$ cat src/rtl/shift_seq_pkg.sv
// Shared types and constants for the multi-pass shift sequencer.
// Optional right-shift support is built when SHIFT_SEQ_RIGHT_EN is defined.
package shift_seq_pkg;

    localparam int DATA_W_DEF = 32;
    localparam int AMT_W_DEF  = 5;
    localparam int STEP_W_DEF = 4;
    localparam int STEP_MAX   = (1 << STEP_W_DEF) - 1;

    // req_op[0]: operation kind, req_op[1]: direction
    localparam logic OP_LOG = 1'b0;
    localparam logic OP_ROT = 1'b1;
    localparam logic DIR_L  = 1'b0;
    localparam logic DIR_R  = 1'b1;

    typedef enum logic [1:0] {
        IDLE = 2'd0,
        RUN  = 2'd1,
        DONE = 2'd2
    } state_t;

endpackage

$ cat src/rtl/shift_step.sv
// Single combinational shift pass of at most 2**STEP_W-1 positions.
// The operand is doubled so that one shifter yields both the rotate
// (wrapped half) and the logical (zero-filled half) result.
// Direction input exists only when SHIFT_SEQ_RIGHT_EN is defined.
module shift_step
    import shift_seq_pkg::*;
#(
    parameter int DATA_W = DATA_W_DEF,
    parameter int STEP_W = STEP_W_DEF
) (
    input  logic [DATA_W-1:0] data,
    input  logic [STEP_W-1:0] amt,
    input  logic              rotate,
`ifdef SHIFT_SEQ_RIGHT_EN
    input  logic              dir,
`endif
    output logic [DATA_W-1:0] result
);

    logic [2*DATA_W-1:0] dbl_left;
`ifdef SHIFT_SEQ_RIGHT_EN
    logic [2*DATA_W-1:0] dbl_right;
`endif

    // Pick the wrapped or zero-filled half of the doubled shift
    always_comb begin
        dbl_left = {data, data} << amt;
        result   = rotate ? dbl_left[2*DATA_W-1:DATA_W] : dbl_left[DATA_W-1:0];
`ifdef SHIFT_SEQ_RIGHT_EN
        dbl_right = {data, data} >> amt;
        if (dir == DIR_R) begin
            result = rotate ? dbl_right[DATA_W-1:0] : dbl_right[2*DATA_W-1:DATA_W];
        end
`endif
    end

endmodule

$ cat src/rtl/shift_seq_ctrl.sv
// Shift sequencer: accepts a full-width shift request, applies it in
// passes of up to 2**STEP_W-1 positions through one shift_step, and
// returns the result over a valid/ready response channel.
// Right shifts/rotates are available when SHIFT_SEQ_RIGHT_EN is defined;
// otherwise req_op[1] is ignored and every operation is a left shift.
//
//   state | meaning
//   IDLE  | waiting for a request, req_ready high
//   RUN   | one shift pass per cycle until remaining reaches zero
//   DONE  | result presented, waiting for resp_ready
module shift_seq_ctrl
    import shift_seq_pkg::*;
#(
    parameter int DATA_W = DATA_W_DEF,
    parameter int AMT_W  = AMT_W_DEF,
    parameter int STEP_W = STEP_W_DEF
) (
    input  logic              clk,
    input  logic              rst,
    input  logic              req_valid,
    output logic              req_ready,
    input  logic [DATA_W-1:0] req_data,
    input  logic [AMT_W-1:0]  req_amt,
    input  logic [1:0]        req_op,
    output logic              resp_valid,
    input  logic              resp_ready,
    output logic [DATA_W-1:0] resp_data,
    output logic              busy
);

    localparam int STEP_LIM = (1 << STEP_W) - 1;

    state_t            state;
    logic [DATA_W-1:0] acc;
    logic [AMT_W-1:0]  remaining;
    logic [AMT_W-1:0]  remaining_next;
    logic [STEP_W-1:0] step_amt;
    logic [DATA_W-1:0] step_out;
    logic              op_rot;
`ifdef SHIFT_SEQ_RIGHT_EN
    logic              op_dir;
`else
    logic              unused_op_dir;
    assign unused_op_dir = req_op[1];
`endif

    assign req_ready = (state == IDLE) && !rst;

    // Clamp each pass to the step limit; the down-counter ends at zero
    always_comb begin
        step_amt = (remaining > AMT_W'(STEP_LIM)) ? STEP_W'(STEP_LIM)
                                                  : remaining[STEP_W-1:0];
        remaining_next = remaining - AMT_W'(step_amt);
    end

    shift_step #(
        .DATA_W (DATA_W),
        .STEP_W (STEP_W)
    ) u_step (
        .data   (acc),
        .amt    (step_amt),
        .rotate (op_rot),
`ifdef SHIFT_SEQ_RIGHT_EN
        .dir    (op_dir),
`endif
        .result (step_out)
    );

    // Sequencer FSM with registered handshake outputs
    always_ff @(posedge clk) begin
        if (rst) begin
            state      <= IDLE;
            acc        <= '0;
            remaining  <= '0;
            op_rot     <= 1'b0;
`ifdef SHIFT_SEQ_RIGHT_EN
            op_dir     <= DIR_L;
`endif
            resp_valid <= 1'b0;
            resp_data  <= '0;
            busy       <= 1'b0;
        end else begin
            case (state)
                IDLE: begin
                    if (req_valid && req_ready) begin
                        acc       <= req_data;
                        remaining <= req_amt;
                        op_rot    <= (req_op[0] == OP_ROT);
`ifdef SHIFT_SEQ_RIGHT_EN
                        op_dir    <= req_op[1];
`endif
                        busy      <= 1'b1;
                        if (req_amt == '0) begin
                            state      <= DONE;
                            resp_valid <= 1'b1;
                            resp_data  <= req_data;
                        end else begin
                            state <= RUN;
                        end
                    end
                end
                RUN: begin
                    acc       <= step_out;
                    remaining <= remaining_next;
                    if (remaining_next == '0) begin
                        state      <= DONE;
                        resp_valid <= 1'b1;
                        resp_data  <= step_out;
                    end
                end
                DONE: begin
                    if (resp_ready) begin
                        state      <= IDLE;
                        resp_valid <= 1'b0;
                        busy       <= 1'b0;
                    end
                end
                default: begin
                    state      <= IDLE;
                    resp_valid <= 1'b0;
                    busy       <= 1'b0;
                end
            endcase
        end
    end

endmodule
$ cat config.mk
export PLATFORM = sky130hd
export DESIGN_NAME = shift_seq_ctrl
export DESIGN_NICKNAME = d
export VERILOG_FILES = /design/src/rtl/shift_seq_pkg.sv /design/src/rtl/shift_step.sv /design/src/rtl/shift_seq_ctrl.sv
export SDC_FILE = /design/constraint.sdc
export NUM_CORES = 1
export LEC_CHECK = 0
export CAP_MARGIN = 20
export CELL_PAD_IN_SITES_DETAIL_PLACEMENT = 1
export CELL_PAD_IN_SITES_GLOBAL_PLACEMENT = 1
export CORE_UTILIZATION = 35
export DETAILED_ROUTE_END_ITERATION = 7
export GPL_ROUTABILITY_DRIVEN = 1
export GPL_TIMING_DRIVEN = 0
export PLACE_DENSITY = 0.7
export SLEW_MARGIN = 20
export SYNTH_ARGS = -nofsm -noshare
export SYNTH_HDL_FRONTEND = slang
export SYNTH_SLANG_ARGS = --single-unit
$ cat constraint.sdc
create_clock -name clk -period 5.7 [get_ports clk]
set_input_delay 0.57 -clock clk [delete_from_list [all_inputs] [get_ports clk]]
set_output_delay 0.57 -clock clk [all_outputs]
set_load 0.1 [all_outputs]
==> impl_table.tex, run 1 <==
\begin{tabular}{lr}
\hline
Metric & Value \\
\hline
\multicolumn{2}{l}{\textbf{Synth}} \\
Synthesized area & $\sim$5800 sq um \\
Most used flip-flop cell after synthesis & dfxtp\_1 \\
Register area share after synthesis & roughly 26\% \\
Synth Area per Inst & about 8 sq um \\
Post-Syn Instances & around 700 \\
Number of flip-flops and latches in the synthesized netlist & 74 \\
Synth warn & 0 \\
Distinct cell type count after synthesis & 80 \\
Number of synthesized flops with an enable pin & 0 \\
Post-Syn Nets & 760 \\
Async set-reset flop share out of synthesis & 0\% \\
\multicolumn{2}{l}{\textbf{Setup path}} \\
Cell family with most CP delay & buffers and inverters \\
Launching instance or port of the critical path & rst \\
Worst reg-to-reg path cell count & 12 \\
Critical path endpoint & req\_ready \\
Launch instance of the worst register-to-register path & remaining[4] \\
Data required time at the worst endpoint & approximately 5000 ps \\
Crit-path max FO & 10 \\
Number of logic stages on the critical path including buffering & 5 \\
Startpoint types & input port \\
Endpoint kind of the worst setup timing path & output pin \\
Buffers plus inverters on the worst setup path & 4 \\
Delay of the slowest cell on the worst path & 1010 ps \\
Slowest stage cell on the critical path & clkdlybuf4s50\_1 \\
Critical path arrival & 3380 ps \\
Category of the critical setup timing path & in2out \\
Crit-path cells & clkdlybuf4s50\_1 -> clkbuf\_1 -> clkbuf\_1 -> nor3\_1 -> clkdlybuf4s50\_1 \\
Endpoint of the worst register-to-register path & resp\_data[13] \\
Flop-to-flop setup slack & between 2000 and 2500 ps \\
\multicolumn{2}{l}{\textbf{Route}} \\
WL/cell & 28.26 microns \\
Avg Vias per Cell & approximately 6.5 \\
Total length of routed wires & a little under 30,000 microns \\
Post-detailed-route count of antenna-violating nets & 0 \\
Number of design rule violations left after detail routing & 0 \\
First-iteration detailed-routing DRC count & about 630 \\
Detailed-route via count & 6,607 \\
Total iterations of the first detailed-routing run & 5 \\
\multicolumn{2}{l}{\textbf{Pwr}} \\
Switching part of the total power & approximately half \\
Power density cells & 389.3 nW/um\^{}2 \\
Share of total power in combinational logic & between 50\% and 60\% \\
Clock power share & about a quarter \\
Internal Power & $\sim$0.0014 W \\
Static Leakage & $\sim$2.4 nW \\
Sequential power share & about a quarter \\
Worst VDD drop & about 0.16 mV \\
Switching power & about 0.0013 W \\
\multicolumn{2}{l}{\textbf{STA}} \\
Post-route setup slack & between 1500 and 2000 ps \\
RSZ-0062 raised after global routing & false \\
Worst-margin pin slew & 1115 ps \\
Final critical-path share of the clock period & 69.31\% \\
Max-Slew Margin vs Limit & roughly a quarter \\
Setup TNS & 0 ps \\
Max Freq & between 0.2 and 0.3 GHz \\
Total of endpoints with negative setup slack in the final report & 0 \\
Hold Fails Final Rpt & 0 \\
Final Max Tran Viols & 0 \\
Worst clock skew & roughly 12 ps \\
Min cycle time layout & just under 4000 ps \\
\multicolumn{2}{l}{\textbf{Global route}} \\
Total routing resource utilization after global routing & 35.24\% \\
Global-route wire length before repair & roughly 43,000 microns \\
Number of global-route vias before repair & between 6,000 and 7,000 \\
Initial antenna violation count & 0 \\
Pin count of the biggest net entering global routing & 15 \\
Total global routing overflow & 0 \\
\multicolumn{2}{l}{\textbf{Clocking}} \\
Number of gates resized after cts & 0 \\
Hold\_buf cts & 0 \\
H-Tree Depth & 3 \\
Post-CTS Setup Bufs & 0 \\
Clock Path Buffers & 2 \\
Clock edge transition at the registers on the reported setup and hold paths & $\sim$70 ps \\
Clock latency of the later-clocked register in the worst-skew pair & about 360 ps \\
Sink count of the clock tree & between 70 and 80 \\
Clock root buffer master & clkbuf\_16 \\
Number of buffers added by the clock tree synthesis step & 9 \\
Clock tree from TritonCTS & done \\
\multicolumn{2}{l}{\textbf{Placed design}} \\
Placement Setup Slack & between 1500 and 2000 ps \\
IO buf count & 76 \\
HPWL after detailed placement & 22,320 microns \\
Placer's final routability congestion estimate & between 1 and 1.5 \\
\multicolumn{2}{l}{\textbf{Floorplan}} \\
Starting density of the core & 36.09\% \\
Boundary pin count & between 70 and 80 \\
Floorplan Core Area & around 16,000 sq um \\
Die Outline Area & approximately 17,000 sq um \\
Die X-Extent & 130.2 microns \\
Cell Rows & 46 \\
Vertical die dimension & between 100 and 150 microns \\
\multicolumn{2}{l}{\textbf{Job}} \\
Count of maximum capacitance violations & 0 \\
\multicolumn{2}{l}{\textbf{Final layout}} \\
Layout cell share with drive strength beyond 1 & around an eighth \\
Antenna diodes & 0 \\
Area delta synth->final & 23.66\% \\
Commonest cells after routing, fill and taps aside & nor2\_1 (101), clkdlybuf4s50\_1 (76), dfxtp\_1 (74) \\
Number of filler instances in the final layout & 1,951 \\
Net count reported at finish & 847 \\
Most common library cell in the layout ignoring fill and taps & nor2\_1 \\
\multicolumn{2}{l}{\textbf{Run status}} \\
Status & finished clean \\
\multicolumn{2}{l}{\textbf{Min path}} \\
Min-delay worst type & reg2reg \\
\hline
\end{tabular}
## per-stage QoR
| stage | area [sq um] | hold slack, ps | std cells | util, % | power [W] |
|---|---|---|---|---|---|
| detailed placement | 6789 | 459.8 | 1008 | 42.58 | 0.002082 |
| global placement | 6784 | 446.4 | 1008 | 42.55 | 0.002066 |
| global route | 7114 | 487.2 | 1024 | 44.62 | 0.002865 |
| finish | 7114 | 463.2 | 1024 | 44.62 | 0.002769 |
| floorplan | 5753 | 492.1 | 716 | - | 0.001615 |
| CTS | 7114 | 469.6 | 1024 | 44.62 | 0.002733 |
## synth_stat cells (15+ instances only)
| cell type | count | area (sq um) |
|---|---|---|
| o22ai_1 | 15 | 93.84 |
| nor2_1 | 101 | 379.1 |
| buf_2 | 17 | 85.08 |
| nor3_1 | 42 | 210.2 |
| clkbuf_1 | 38 | 142.6 |
| nand3b_1 | 16 | 120.1 |
| a211oi_1 | 34 | 255.2 |
| nand2_1 | 46 | 172.7 |
| a21oi_1 | 23 | 115.1 |
| o21ai_0 | 25 | 125.1 |
| dfxtp_1 | 74 | 1481 |
| mux2i_1 | 43 | 430.4 |
## state kept, by name, indices dropped and copies added (netlist names)
signal      flops
acc            32
resp_data      32
remaining       5
state           2
busy            1
op_rot          1
resp_valid      1
## layout make-up
| cell class | count | area, sq um | area share, % |
|---|---|---|---|
| Clock buffer | 9 | 225.2 | 3.166 |
| Timing Repair Buffer | 76 | 760.7 | 10.69 |
| Sequential cell | 74 | 1481 | 20.82 |
| Buffer | 75 | 412.9 | 5.804 |
| Multi-Input combinational cell | 560 | 3837 | 53.94 |
| Tap cell | 216 | 270.3 | 3.799 |
| Inverter | 7 | 26.28 | 0.3693 |
| Clock inverter | 7 | 100.1 | 1.407 |
## layer usage
layer	track usage [%]	vias to the layer above	share of wire (%)
met5	0	-	0
met4	15.25	0	4.1
li1	-	2881	-
met2	51.97	348	42
met3	8.487	71	9.3
met1	48.55	3307	44
## power by group through the flow
stage	combinational, W	sequential, W	clock (W)
6_report	0.00142	0.000694	0.000650
4_1_cts	0.00139	0.000689	0.000654
2_1_floorplan	0.000747	0.000868	0
5_1_grt	0.00149	0.000700	0.000677
3_3_place_gp	0.00137	0.000696	0
3_5_place_dp	0.00138	0.000700	0
## how the worst min path moves through the flow
stage | from | end | slack (ps) | cells after the start
2_1_floorplan | acc[27] | acc[27] | 490 | 2
3_3_place_gp | resp_data[1] | resp_data[1] | 450 | 2
3_5_place_dp | resp_data[5] | resp_data[5] | 460 | 2
4_1_cts | resp_data[5] | resp_data[5] | 470 | 2
5_1_grt | resp_data[5] | resp_data[5] | 490 | 2
6_report | resp_data[5] | resp_data[5] | 460 | 2
## tightest hold or removal path: cells and delay by family (launching register included)
kind               cells  cell delay (ps)
AOI/OAI and AO/OA      1               50
and+or+nand+nor        1               50
DFF                    1              310
## kinds of logic after synthesis
logic type | share of synthesized area, %
and+or+nand+nor | 24.49
AOI/OAI and AO/OA | 27.08
buffers and inverters | 7.634
DFF | 25.75
muxes | 14.53
xor gates and xnor gates | 0.3045
adders and majority gates | 0.2175
Power figures use the tool's default switching activity.
==> run 2, diff against run 1 <==
--- a/config.mk
+++ b/config.mk
@@ -12,7 +12,7 @@
 export DETAILED_ROUTE_END_ITERATION = 7
 export GPL_ROUTABILITY_DRIVEN = 1
 export GPL_TIMING_DRIVEN = 0
-export PLACE_DENSITY = 0.7
+export PLACE_DENSITY = 0.73
 export SLEW_MARGIN = 20
 export SYNTH_ARGS = -nofsm -noshare
 export SYNTH_HDL_FRONTEND = slang
==> constraint.sdc (replaced) <==
create_clock -name clk -period 3.5 [get_ports clk]
set_input_delay 0.35 -clock clk [delete_from_list [all_inputs] [get_ports clk]]
set_output_delay 0.35 -clock clk [all_outputs]
set_load 0.1 [all_outputs]
==> run 2 against run 1 <==
- clock skew decreased by 1.6 ps
- die area did not move
- wire length grew 1.6%
- critical path depth increased by 7
- combinational power is 64% higher
- highest routed layer unchanged
==> impl_table.tex, run 2 (synthesis gave the netlist of run 1 again) <==
\begin{tabular}{lr}
\hline
Metric & Value \\
\hline
\multicolumn{2}{l}{\textbf{Floorplan}} \\
Die X-Extent & 130.2 microns (unchanged) \\
Starting density of the core & 36.09\% (unchanged) \\
Floorplan Core Area & 15,940 sq um (unchanged) \\
Vertical die dimension & 130.2 microns (unchanged) \\
Die Outline Area & 16,950 sq um (unchanged) \\
Boundary pin count & 78 (unchanged) \\
Cell Rows & 46 (unchanged) \\
\multicolumn{2}{l}{\textbf{Setup path}} \\
Flop-to-flop setup slack & 340 ps (was 2320 ps) \\
Endpoint of the worst register-to-register path & resp\_data[13] (unchanged) \\
Worst reg-to-reg path cell count & 12 (unchanged) \\
Category of the critical setup timing path & reg2reg (was in2out) \\
Crit-path max FO & 10 (unchanged) \\
Data required time at the worst endpoint & 3760 ps (was 5130 ps) \\
Launch instance of the worst register-to-register path & remaining[4] (unchanged) \\
Endpoint kind of the worst setup timing path & flip-flop (was output pin) \\
Critical path arrival & 3420 ps (was 3380 ps) \\
Startpoint types & flip-flop (was input port) \\
\multicolumn{2}{l}{\textbf{Route}} \\
Detailed-route via count & 6,491 (was 6,607) \\
Total length of routed wires & 29,390 microns (was 28,940 microns) \\
Number of design rule violations left after detail routing & 0 (unchanged) \\
Avg Vias per Cell & 6.339 (was 6.452) \\
First-iteration detailed-routing DRC count & 592 (was 627) \\
DRT met1 WL & 13,510 microns (was 12,810 microns) \\
Total iterations of the first detailed-routing run & 5 (unchanged) \\
DR WL met3 & 2099 microns (was 2677 microns) \\
Post-detailed-route count of antenna-violating nets & 0 (unchanged) \\
Topmost layer with routed signal wires & met4 (unchanged) \\
Routed length on met2 & 12,840 microns (was 12,270 microns) \\
WL/cell & 28.70 microns (was 28.26 microns) \\
\multicolumn{2}{l}{\textbf{STA}} \\
Final critical-path share of the clock period & around 90\% \\
Worst clock skew & 10.60 ps (was 12.21 ps) \\
Worst-margin pin slew & 1003 ps (was 1115 ps) \\
RSZ-0062 raised after global routing & false (unchanged) \\
Min cycle time layout & about 3200 ps \\
Final Max Tran Viols & 0 (unchanged) \\
Hold Fails Final Rpt & 0 (unchanged) \\
Hold slack & 460.8 ps (was 463.2 ps) \\
Total of endpoints with negative setup slack in the final report & 0 (unchanged) \\
Max Freq & 0.3165 GHz \\
Max-Slew Margin vs Limit & 32.92\% (was 25.50\%) \\
\multicolumn{2}{l}{\textbf{Clocking}} \\
Clock edge transition at the registers on the reported setup and hold paths & 60 ps (was 70 ps) \\
H-Tree Depth & 3 (unchanged) \\
Clock latency of the later-clocked register in the worst-skew pair & 350 ps (was 360 ps) \\
Number of buffers added by the clock tree synthesis step & 9 (unchanged) \\
Clock tree from TritonCTS & done (unchanged) \\
Post-CTS Setup Bufs & 0 (unchanged) \\
Sink count of the clock tree & 74 (unchanged) \\
Clock root buffer master & clkbuf\_16 (unchanged) \\
Clock Path Buffers & 2 (unchanged) \\
\multicolumn{2}{l}{\textbf{Global route}} \\
Total routing resource utilization after global routing & 35.89\% (was 35.24\%) \\
Total global routing overflow & 0 (unchanged) \\
Global-route wire length before repair & 43,610 microns (was 43,060 microns) \\
Pin count of the biggest net entering global routing & 15 (unchanged) \\
Number of global-route vias before repair & 6,602 (was 6,563) \\
Initial antenna violation count & 1 (was 0) \\
\multicolumn{2}{l}{\textbf{Pwr}} \\
Power consumption & 0.004499 W (was 0.002769 W) \\
Static Leakage & 2.438 nW (was 2.430 nW) \\
Worst VDD drop & 0.3096 mV (was 0.1551 mV) \\
Power density cells & 632.3 nW/um\^{}2 (was 389.3 nW/um\^{}2) \\
\multicolumn{2}{l}{\textbf{Min path}} \\
Endpoint of the worst hold path & resp\_data[5] (unchanged) \\
Startpoint of the lowest-slack hold path & resp\_data[5] (unchanged) \\
Min-Delay Path Depth & 2 (unchanged) \\
Min-delay worst type & reg2reg (unchanged) \\
\multicolumn{2}{l}{\textbf{Final layout}} \\
Layout cell share with drive strength beyond 1 & 11.76\% (was 11.63\%) \\
Area delta synth->final & 23.68\% (was 23.66\%) \\
Net count reported at finish & 847 (unchanged) \\
Regs by FF count & acc: 32 flops, resp\_data: 32 flops, remaining: 5 flops (unchanged) \\
Number of filler instances in the final layout & 1,912 (was 1,951) \\
Utilization after layout & 44.63\% (was 44.62\%) \\
Antenna diodes & 0 (unchanged) \\
Most common library cell in the layout ignoring fill and taps & nor2\_1 (unchanged) \\
Commonest cells after routing, fill and taps aside & nor2\_1 (101), clkdlybuf4s50\_1 (75), dfxtp\_1 (74) (was nor2\_1 (101), clkdlybuf4s50\_1 (76), dfxtp\_1 (74)) \\
\multicolumn{2}{l}{\textbf{Placed design}} \\
HPWL after detailed placement & 22,520 microns (was 22,320 microns) \\
Placer's final routability congestion estimate & 0.9690 (was 1.020) \\
IO buf count & 76 (unchanged) \\
\multicolumn{2}{l}{\textbf{Job}} \\
Count of maximum capacitance violations & 0 (unchanged) \\
\multicolumn{2}{l}{\textbf{Run status}} \\
Status & finished clean (unchanged) \\
\hline
\end{tabular}
==> run 2: cell count changes in the layout (fill, tap and decap cells not counted) <==
cell	previous run	this run
clkbuf_1	38	37
clkbuf_2	0	1
clkdlybuf4s50_1	76	75
clkinv_4	0	2
clkinvlp_4	3	2
dlygate4sd2_1	0	1
inv_6	2	1
==> run 2: worst max path at each step <==
stage | startpoint | endpoint | slack, ps | depth (start not counted)
after floorplan | rst | req_ready | 380 | 3
after global placement | rst | req_ready | 40 | 5
final | remaining[4] | resp_data[13] | 340 | 12
after CTS | remaining[4] | resp_data[13] | 220 | 12
after detailed placement | rst | req_ready | -5 | 5
after global routing | remaining[4] | resp_data[17] | 180 | 11
==> run 2: cell type report <==
cell class / instances / area (sq um) / area share [%]
multi-input combinational: 560 / 3837 / 53.93
sequential: 74 / 1481 / 20.82
timing repair buffer: 76 / 759.5 / 10.67
buffer: 75 / 414.1 / 5.820
tap: 216 / 270.3 / 3.798
clock buffer: 9 / 225.2 / 3.165
clock inverter: 7 / 101.3 / 1.424
inverter: 7 / 26.28 / 0.3693
==> run 2: metrics by stage <==
stage / cells / TNS (ps) / setup slack (ps) / area [sq um]
detailed placement: 1008 / -5.424 / -5.424 / 6784
global placement: 1008 / 0 / 42.05 / 6784
finish: 1024 / 0 / 340.6 / 7116
CTS: 1024 / 0 / 222.2 / 7109
global route: 1024 / 0 / 178.6 / 7116
floorplan: 716 / 0 / 382.3 / 5753
==> run 2: timing repair <==
item / in CTS / in global routing
hold buffers: 0 / 0
gates resized for setup: 1 / 2
cloned: 0 / 0
endpoints found under the setup margin: 1 / 1
endpoints found under the hold margin: 0 / 0
==> run 2: layer usage <==
metal | vias to the layer above | global-route usage [%]
met5 | - | 0
met4 | 0 | 13.54
met3 | 49 | 7.216
met2 | 296 | 53.75
met1 | 3261 | 50.39
li1 | 2885 | -
==> run 2: where the power goes <==
group	leakage (nW)	internal (W)	total [W]	switching [W]
Clock	0.152	0.000629	0.00104	0.000407
Sequential	0.607	0.000961	0.00113	0.000173
Combinational	1.68	0.000748	0.00233	0.00158
Total	2.44	0.00234	0.00450	0.00216
==> run 2: critical path, cell delays in order (launching register included) <==
cell and delay (ps):
dfxtp_1 520, buf_6 210, buf_8 150, buf_2 260
buf_2 310, nand2_1 120, ha_1 310, nand3_1 190
a21o_1 150, buf_2 320, clkbuf_2 330, nand3b_1 120
o31ai_1 80
==> run 3, diff against run 2 <==
--- a/config.mk
+++ b/config.mk
@@ -8,11 +8,12 @@
 export CAP_MARGIN = 20
 export CELL_PAD_IN_SITES_DETAIL_PLACEMENT = 1
 export CELL_PAD_IN_SITES_GLOBAL_PLACEMENT = 1
-export CORE_UTILIZATION = 35
+export CORE_UTILIZATION = 44
 export DETAILED_ROUTE_END_ITERATION = 7
+export DONT_BUFFER_PORTS = 1
 export GPL_ROUTABILITY_DRIVEN = 1
 export GPL_TIMING_DRIVEN = 0
-export PLACE_DENSITY = 0.73
+export PLACE_DENSITY = 0.78
 export SLEW_MARGIN = 20
 export SYNTH_ARGS = -nofsm -noshare
 export SYNTH_HDL_FRONTEND = slang
==> run 3 against run 2 <==
- flip-flop and latch count did not move
- critical endpoint is now acc[16]
- critical path type unchanged
- power shrank 5.0%
- clock power shrank 7%
- largest power group unchanged
- setup slack worse by 200 ps
- non-clock buffer count down 75
- first-iteration DRC count up 42%
==> impl_table.tex, run 3 (synthesis gave the netlist of run 1 again) <==
\begin{tabular}{lr}
\hline
Metric & Value \\
\hline
\multicolumn{2}{l}{\textbf{Clocking}} \\
Post-CTS Setup Bufs & 0 (unchanged) \\
Number of gates resized after cts & 0 (was 1) \\
Number of buffers added by the clock tree synthesis step & 9 (unchanged) \\
H-Tree Depth & 3 (unchanged) \\
Clock tree from TritonCTS & done (unchanged) \\
Clock latency of the later-clocked register in the worst-skew pair & 360 ps (was 350 ps) \\
Hold\_buf cts & 0 (unchanged) \\
Sink count of the clock tree & 74 (unchanged) \\
Clock root buffer master & clkbuf\_16 (unchanged) \\
Clock edge transition at the registers on the reported setup and hold paths & 80 ps (was 60 ps) \\
Clock Path Buffers & 2 (unchanged) \\
\multicolumn{2}{l}{\textbf{Route}} \\
Total length of routed wires & 28,410 microns (was 29,390 microns) \\
Total iterations of the first detailed-routing run & 7 (was 5) \\
Detailed-route via count & 6,485 (was 6,491) \\
First-iteration detailed-routing DRC count & 840 (was 592) \\
Post-detailed-route count of antenna-violating nets & 0 (unchanged) \\
WL/cell & 31.39 microns (was 28.70 microns) \\
Avg Vias per Cell & 7.166 (was 6.339) \\
Number of design rule violations left after detail routing & 0 (unchanged) \\
\multicolumn{2}{l}{\textbf{Pwr}} \\
Power consumption & 0.004277 W (was 0.004499 W) \\
Static Leakage & 2.153 nW (was 2.438 nW) \\
Power density cells & 679.9 nW/um\^{}2 (was 632.3 nW/um\^{}2) \\
Worst VDD drop & 0.3679 mV (was 0.3096 mV) \\
\multicolumn{2}{l}{\textbf{Placed design}} \\
Number of placed instances, taps included & 889 (was 1,008) \\
Placer's final routability congestion estimate & 1.028 (was 0.9690) \\
IO buf count & 0 (was 76) \\
HPWL after detailed placement & 21,200 microns (was 22,520 microns) \\
Placement Setup Slack & 225.0 ps (was -5.424 ps) \\
\multicolumn{2}{l}{\textbf{STA}} \\
Hold Fails Final Rpt & 0 (unchanged) \\
Total of endpoints with negative setup slack in the final report & 0 (unchanged) \\
RSZ-0062 raised after global routing & false (unchanged) \\
Final Max Tran Viols & 0 (unchanged) \\
Worst clock skew & 21.08 ps (was 10.60 ps) \\
Final critical-path share of the clock period & 96.09\% (was 90.27\%) \\
Post-route setup slack & 136.8 ps (was 340.6 ps) \\
Setup TNS & 0 ps (unchanged) \\
Min cycle time layout & 3363 ps (was 3159 ps) \\
Worst-margin pin slew & 1072 ps (was 1003 ps) \\
Max-Slew Margin vs Limit & 27.97\% (was 32.92\%) \\
Max Freq & 0.2973 GHz (was 0.3165 GHz) \\
Hold slack & 156.1 ps (was 460.8 ps) \\
\multicolumn{2}{l}{\textbf{Setup path}} \\
Crit-path cells & buf\_6 -> buf\_4 -> nor2\_2 -> nor2\_1 -> nand4\_1 -> o211ai\_1 -> nor2\_1 -> nor3\_1 (was buf\_6 -> buf\_8 -> buf\_2 -> buf\_2 -> nand2\_1 -> ha\_1 -> nand3\_1 -> a21o\_1 -> buf\_2 -> clkbuf\_2 -> nand3b\_1 -> o31ai\_1) \\
Startpoint types & flip-flop (unchanged) \\
Data required time at the worst endpoint & 3780 ps (was 3760 ps) \\
Cell repeated most along the worst path & nor2\_1 (was buf\_2) \\
Category of the critical setup timing path & reg2reg (unchanged) \\
Endpoint kind of the worst setup timing path & flip-flop (unchanged) \\
Crit-path max FO & 10 (unchanged) \\
Critical path arrival & 3640 ps (was 3420 ps) \\
Delay of the slowest cell on the worst path & 820 ps (was 520 ps) \\
Slowest stage cell on the critical path & nor2\_1 (was dfxtp\_1) \\
\multicolumn{2}{l}{\textbf{Global route}} \\
Global-route wire length before repair & 41,540 microns (was 43,610 microns) \\
Pin count of the biggest net entering global routing & 17 (was 15) \\
Initial antenna violation count & 1 (unchanged) \\
Number of global-route vias before repair & 6,451 (was 6,602) \\
Total global routing overflow & 0 (unchanged) \\
Total routing resource utilization after global routing & 43.01\% (was 35.89\%) \\
\multicolumn{2}{l}{\textbf{Final layout}} \\
Net count reported at finish & 772 (was 847) \\
Number of filler instances in the final layout & 1,617 (was 1,912) \\
Most common library cell in the layout ignoring fill and taps & nor2\_1 (unchanged) \\
Area delta synth->final & 9.330\% (was 23.68\%) \\
Regs by FF count & acc: 32 flops, resp\_data: 32 flops, remaining: 5 flops (unchanged) \\
Antenna diodes & 0 (unchanged) \\
Layout cell share with drive strength beyond 1 & 13.23\% (was 11.76\%) \\
Final standard cell count with taps included and fillers excluded & 905 (was 1,024) \\
Commonest cells after routing, fill and taps aside & nor2\_1 (101), dfxtp\_1 (74), nand2\_1 (46) (was nor2\_1 (101), clkdlybuf4s50\_1 (75), dfxtp\_1 (74)) \\
\multicolumn{2}{l}{\textbf{Min path}} \\
Min-delay worst type & in2reg (was reg2reg) \\
\multicolumn{2}{l}{\textbf{Run status}} \\
Status & finished clean (unchanged) \\
\multicolumn{2}{l}{\textbf{Floorplan}} \\
Cell Rows & 41 (was 46) \\
Die X-Extent & 116.3 microns (was 130.2 microns) \\
Starting density of the core & 45.40\% (was 36.09\%) \\
Vertical die dimension & 116.3 microns (was 130.2 microns) \\
Boundary pin count & 78 (unchanged) \\
Die Outline Area & 13,540 sq um (was 16,950 sq um) \\
Floorplan Core Area & 12,670 sq um (was 15,940 sq um) \\
\multicolumn{2}{l}{\textbf{Job}} \\
Count of maximum capacitance violations & 0 (unchanged) \\
\hline
\end{tabular}
run 3: final cells by class:
class	instances	area (sq um)	area share [%]
repair buffers	1	15.01	0.2387
flip-flops and latches	74	1481	23.55
plain buffers	75	414.1	6.584
inverters	7	26.28	0.4177
clock inverters	7	70.07	1.114
multi-input cells	560	3842	61.09
clock buffers	9	225.2	3.581
well taps	172	215.2	3.422
run 3: report_power, final:
group | leakage [nW] | switching (W) | total (W) | internal [W]
registers | 0.607 | 0.000527 | 0.00149 | 0.000960
clock network | 0.142 | 0.000461 | 0.000963 | 0.000501
logic | 1.40 | 0.00119 | 0.00183 | 0.000637
run 3: routing by layer:
layer / GRT usage, % / vias to the layer above / part of all wire [%]
li1: - / 2741 / -
met1: 57.75 / 3251 / 41
met2: 64.69 / 408 / 44
met3: 10.02 / 85 / 10
met4: 20.94 / 0 / 4.6
met5: 0 / - / 0
run 3: per-stage QoR:
| step | utilization, % | area (sq um) |
|---|---|---|
| 2_1_floorplan | - | 5753 |
| 3_3_place_gp | 47.10 | 5968 |
| 3_5_place_dp | 47.30 | 5993 |
| 4_1_cts | 49.63 | 6289 |
| 5_1_grt | 49.64 | 6290 |
| 6_report | 49.64 | 6290 |
run 3: worst paths after layout:
| check | slack (ps) | cells past startpoint | endpoint | start |
|---|---|---|---|---|
| max | 140 | 8 | acc[16] | remaining[4] |
| min | 160 | 2 | op_rot | req_op[0] |
| max reg2reg | 140 | 8 | acc[16] | remaining[4] |
| min reg2reg | 590 | 2 | acc[17] | acc[17] |
run 3: critical path: cells and delay by family, from the launching register on:
family                 cells  cell delay [ps]
AOI/OAI and AO/OA          1              410
buffers and inverters      2              450
DFF                        1              570
and+or+nand+nor            5             1850
